[config.mk]
export PLATFORM = sky130hd
export DESIGN_NAME = jk_updown_counter
export DESIGN_NICKNAME = d
export VERILOG_FILES = /design/src/rtl/jk_pkg.sv /design/src/rtl/jk_cell.sv /design/src/rtl/jk_updown_counter.sv
export SDC_FILE = /design/constraint.sdc
export NUM_CORES = 1
export LEC_CHECK = 0
export BUFFER_PORTS_ARGS = -buffer_cell sky130_fd_sc_hd__buf_2
export CORE_AREA = 8 8 45 47
export DETAILED_ROUTE_END_ITERATION = 8
export DIE_AREA = 0 0 53 55
export PLACE_DENSITY = 0.7
export SLEW_MARGIN = 20
export SYNTH_ARGS = -nofsm -noshare
export SYNTH_HDL_FRONTEND = slang
export SYNTH_SLANG_ARGS = --single-unit
[constraint.sdc]
create_clock -name clk -period 3.4 [get_ports clk]
set_input_delay 0.17 -clock clk [delete_from_list [all_inputs] [get_ports clk]]
set_output_delay 0.17 -clock clk [all_outputs]
set_load 0.02 [all_outputs]
[src/rtl/jk_pkg.sv]
// Shared JK flip-flop encoding and load-value helper for the JK-based counters.
// jk[1] is J, jk[0] is K.
package jk_pkg;

  localparam logic [1:0] JK_HOLD   = 2'b00;
  localparam logic [1:0] JK_RESET  = 2'b01;
  localparam logic [1:0] JK_SET    = 2'b10;
  localparam logic [1:0] JK_TOGGLE = 2'b11;

  // Saturate a load value into the legal count range 0..modulus-1.
  function automatic logic [31:0] clamp_mod(input logic [31:0] value, input logic [31:0] modulus);
    logic [31:0] res_s;
    if (value < modulus) begin
      res_s = value;
    end else begin
      res_s = modulus - 32'd1;
    end
    return res_s;
  endfunction

endpackage

[src/rtl/jk_cell.sv]
// Single JK flip-flop with synchronous active-high reset.
// q and qbar are always exact complements.
module jk_cell
  import jk_pkg::*;
(
  input  logic [1:0] jk,
  input  logic       clk,
  input  logic       rst,
  output logic       q,
  output logic       qbar
);

  logic q_r;

  // JK state update; reset wins over the jk inputs.
  always_ff @(posedge clk) begin
    if (rst) begin
      q_r <= 1'b0;
    end else begin
      case (jk)
        JK_HOLD:   q_r <= q_r;
        JK_RESET:  q_r <= 1'b0;
        JK_SET:    q_r <= 1'b1;
        JK_TOGGLE: q_r <= ~q_r;
        default:   q_r <= q_r;
      endcase
    end
  end

  assign q    = q_r;
  assign qbar = ~q_r;

endmodule

[src/rtl/jk_updown_counter.sv]
// Mod-MOD synchronous up/down counter with clamped parallel load, stored in a bank of
// JK cells. tc flags the cycle whose edge wraps the count and is meant to enable a next stage.
module jk_updown_counter
  import jk_pkg::*;
#(
  parameter int WIDTH = 4,
  parameter int MOD   = 10
) (
  input  logic             clk,
  input  logic             rst,
  input  logic             en,
  input  logic             up,
  input  logic             load,
  input  logic [WIDTH-1:0] din,
  output logic [WIDTH-1:0] q,
  output logic [WIDTH-1:0] qbar,
  output logic             tc
);

  localparam logic [WIDTH-1:0] MOD_M1 = WIDTH'(MOD - 1);
  localparam logic [WIDTH-1:0] ZERO   = {WIDTH{1'b0}};
  localparam logic [WIDTH-1:0] ONE    = WIDTH'(1);

  logic [WIDTH-1:0] q_s;
  logic [WIDTH-1:0] qbar_s;
  logic [WIDTH-1:0] nxt_s;

  // Next count: load > count > hold; reset is applied inside the cells.
  // Out-of-range states (> MOD-1) wrap like the terminal value in either direction.
  always_comb begin
    nxt_s = q_s;
    if (load) begin
      nxt_s = WIDTH'(clamp_mod(32'(din), 32'(MOD)));
    end else if (en) begin
      if (up) begin
        if (q_s >= MOD_M1) begin
          nxt_s = ZERO;
        end else begin
          nxt_s = q_s + ONE;
        end
      end else begin
        if ((q_s == ZERO) || (q_s > MOD_M1)) begin
          nxt_s = MOD_M1;
        end else begin
          nxt_s = q_s - ONE;
        end
      end
    end else begin
      nxt_s = q_s;
    end
  end

  for (genvar i = 0; i < WIDTH; i++) begin : g_cell
    logic [1:0] jk_s;
    assign jk_s = {nxt_s[i], ~nxt_s[i]};
    jk_cell u_cell (
      .jk   (jk_s),
      .clk  (clk),
      .rst  (rst),
      .q    (q_s[i]),
      .qbar (qbar_s[i])
    );
  end

  assign q    = q_s;
  assign qbar = qbar_s;
  assign tc   = en & ((up & (q_s == MOD_M1)) | (~up & (q_s == ZERO)));

endmodule

==> impl_metrics.ini <==
[synth]
netlist_instances = 72
yosysSeqAreaShare_pct = 15.42
yosys_warnings = 0
synth_area_um2 = 519.2
synth_cell_types = 30
synth_area_per_cell_um2 = 7.212
synth-seq-cells = 4
postSynthNetCount = 85

[hold_path]
min_path_type = input pin to flip-flop
min_path_cells = 2
whs_endpoint = g_cell[2].u_cell.q$_SDFF_PP0_
hp-start = rst

[layout]
stdcell_count = 97
fin_area_um2 = 566.8
drive_gt1_share_pct = 25.93
multi_input_area_um2 = 336.6
final_common_cell = buf_2
diodes = 0
nFillCells = 142
syn_to_final_growth_pct = 9.157
seqCellArea_um2 = 80.08
most-common-layout-cells = 17 x buf_2, 6 x inv_1, 6 x nand2_1
nets = 96
largest_reg_flops = 4

[routing]
wl_um = 1297
dr.pass1.iters = 4
num_vias = 519
ant_nets = 0
wl_per_cell_um = 13.37
drt_iter0_markers = 10
via_per_inst = 5.351
drc_errors = 0

[place]
io_buffer_count = 17
dp.cells = 94
hpwlAfterDp_um = 1072
dpl_cell_area_um2 = 544.3
gp_congestion = 0.8762

[timing]
fmax_ghz = 0.5467
timing.slew.headroom_pct = 75.17
tightest_slew_ns = 0.3690
period_minus_slack_ns = 1.829
rsz0062_at_grt = no
slew_violations = 0
skew_ns = 0.001384
final.setup.tns_ns = 0
fin_crit_sh_pct = 53.80
hold_viol = 0
fin_hold_ws_ns = 0.1694
setup_violations = 0

[worst_setup_path]
worstPathMaxFanout = 8
end_kind = flip-flop
path_class = flip-flop to flip-flop
r2r-start = g_cell[0].u_cell.q$_SDFF_PP0_
cp-start-kind = flip-flop
required_ns = 3.53
arrival_ns = 1.96
rr_worst_depth = 6
r2r_setup_slack_ns = 1.57
r2r_end = g_cell[0].u_cell.q$_SDFF_PP0_

[floorplanning]
start_util_pct = 37.52
die-area_um2 = 2915
die_height_um = 55
placementRows = 14
core_um2 = 1384
die_w_um = 53
num_io_pins = 18

[cts]
clkTransAtPathRegs_ns = 0.04
insertion_delay_ns = 0.23
cts.sinks = 4
cts_tree = built
postCtsResizedCells = 0
hold_buffers = 0
clockBufferDepth = 2
htreeDepth = 1
ctsRootBufferMaster = clkbuf_4
cts_setup_buffers = 0
numCtsBuffers = 3

[global_routing]
grt_pass1_vias = 508
antenna_found_initial = 0
grt_max_degree = 16
track_usage_pct = 9.016
grt_overflow = 0
grt_pass1_wl_um = 2035

[run]
maxCapViolCount = 0

[pwr]
power_mw = 0.1946
p_leak_nw = 0.2476
peakVddDrop_mv = 0.1442
power_density_nw_per_um2 = 343.4

[run_status]
outcome = finished, final reports clean
[routing by layer]
layer / GRT usage [%] / part of all wire, % / vias to the layer above
met5: 0 / 0 / -
met4: 6.034 / 3.5 / 0
met3: 3.209 / 5.8 / 6
met2: 15.82 / 52 / 18
met1: 8.815 / 39 / 226
li1: - / - / 269
[kinds of logic after synthesis]
| family | share of synthesized area, % |
|---|---|
| AOI/OAI and AO/OA | 24.34 |
| adders and majority gates | 9.639 |
| buffers and inverters | 19.76 |
| DFF | 15.42 |
| and+or+nand+nor | 30.84 |
[worst max-delay path, stage by stage (launching register included)]
cell	delay, ns
dfxtp_1	0.45
inv_1	0.16
ha_1	0.26
nor2_1	0.14
o22ai_1	0.12
or3_1	0.32
a311oi_1	0.28
[per-stage QoR]
step           worst slack (ns)  utilization [%]
2_1_floorplan             1.802                -
3_3_place_gp              1.585            39.33
3_5_place_dp              1.579            39.33
4_1_cts                   1.563            40.96
5_1_grt                   1.397            40.96
6_report                  1.571            40.96
[worst max-delay path by stage]
stage | startpoint | end | depth (start not counted)
global route | g_cell[0].u_cell.q$_SDFF_PP0_ | g_cell[0].u_cell.q$_SDFF_PP0_ | 6
CTS | g_cell[0].u_cell.q$_SDFF_PP0_ | g_cell[0].u_cell.q$_SDFF_PP0_ | 6
finish | g_cell[0].u_cell.q$_SDFF_PP0_ | g_cell[0].u_cell.q$_SDFF_PP0_ | 6
global placement | g_cell[0].u_cell.q$_SDFF_PP0_ | g_cell[0].u_cell.q$_SDFF_PP0_ | 6
detailed placement | g_cell[0].u_cell.q$_SDFF_PP0_ | g_cell[0].u_cell.q$_SDFF_PP0_ | 6
floorplan | g_cell[0].u_cell.q$_SDFF_PP0_ | g_cell[0].u_cell.q$_SDFF_PP0_ | 6
[synth_stat cells (all sizes together)]
cell    count  share of area, %
o22ai       2               2.4
dfxtp       4                15
o311ai      1               1.7
a221oi      1               2.9
nor3        2               1.9
nor4        3               3.6
nand2b      4               4.8
buf        11                15
o21a        1               1.4
inv         6               4.3
o211ai      2               2.9
or2b        1               1.4
a311oi      1               1.7
nor3b       2               2.9
and3b       1               1.7
nand2       6               4.3
nand3       1              0.96
nor2b       1               1.2
or3         3               3.6
ha          4               9.6
nor2        4               2.9
a41oi       1               1.7
a211oi      1               1.4
a31oi       2               2.4
o21ai       2               1.9
a21oi       4               3.9
nand3b      1               1.4
[layout make-up]
| class | count | area share (%) |
|---|---|---|
| timing repair buffer | 17 | 15.01 |
| tap | 16 | 3.532 |
| inverter | 6 | 3.974 |
| sequential | 4 | 14.13 |
| clock buffer | 3 | 3.974 |
| multi-input combinational | 51 | 59.38 |
[power by group]
part	switching, mW	internal, mW	total (mW)
Clock	0.0191	0.0395	0.0586
Sequential	0.00797	0.0512	0.0592
Combinational	0.0464	0.0304	0.0769
Total	0.0735	0.121	0.195
Power figures use the tool's default switching activity.
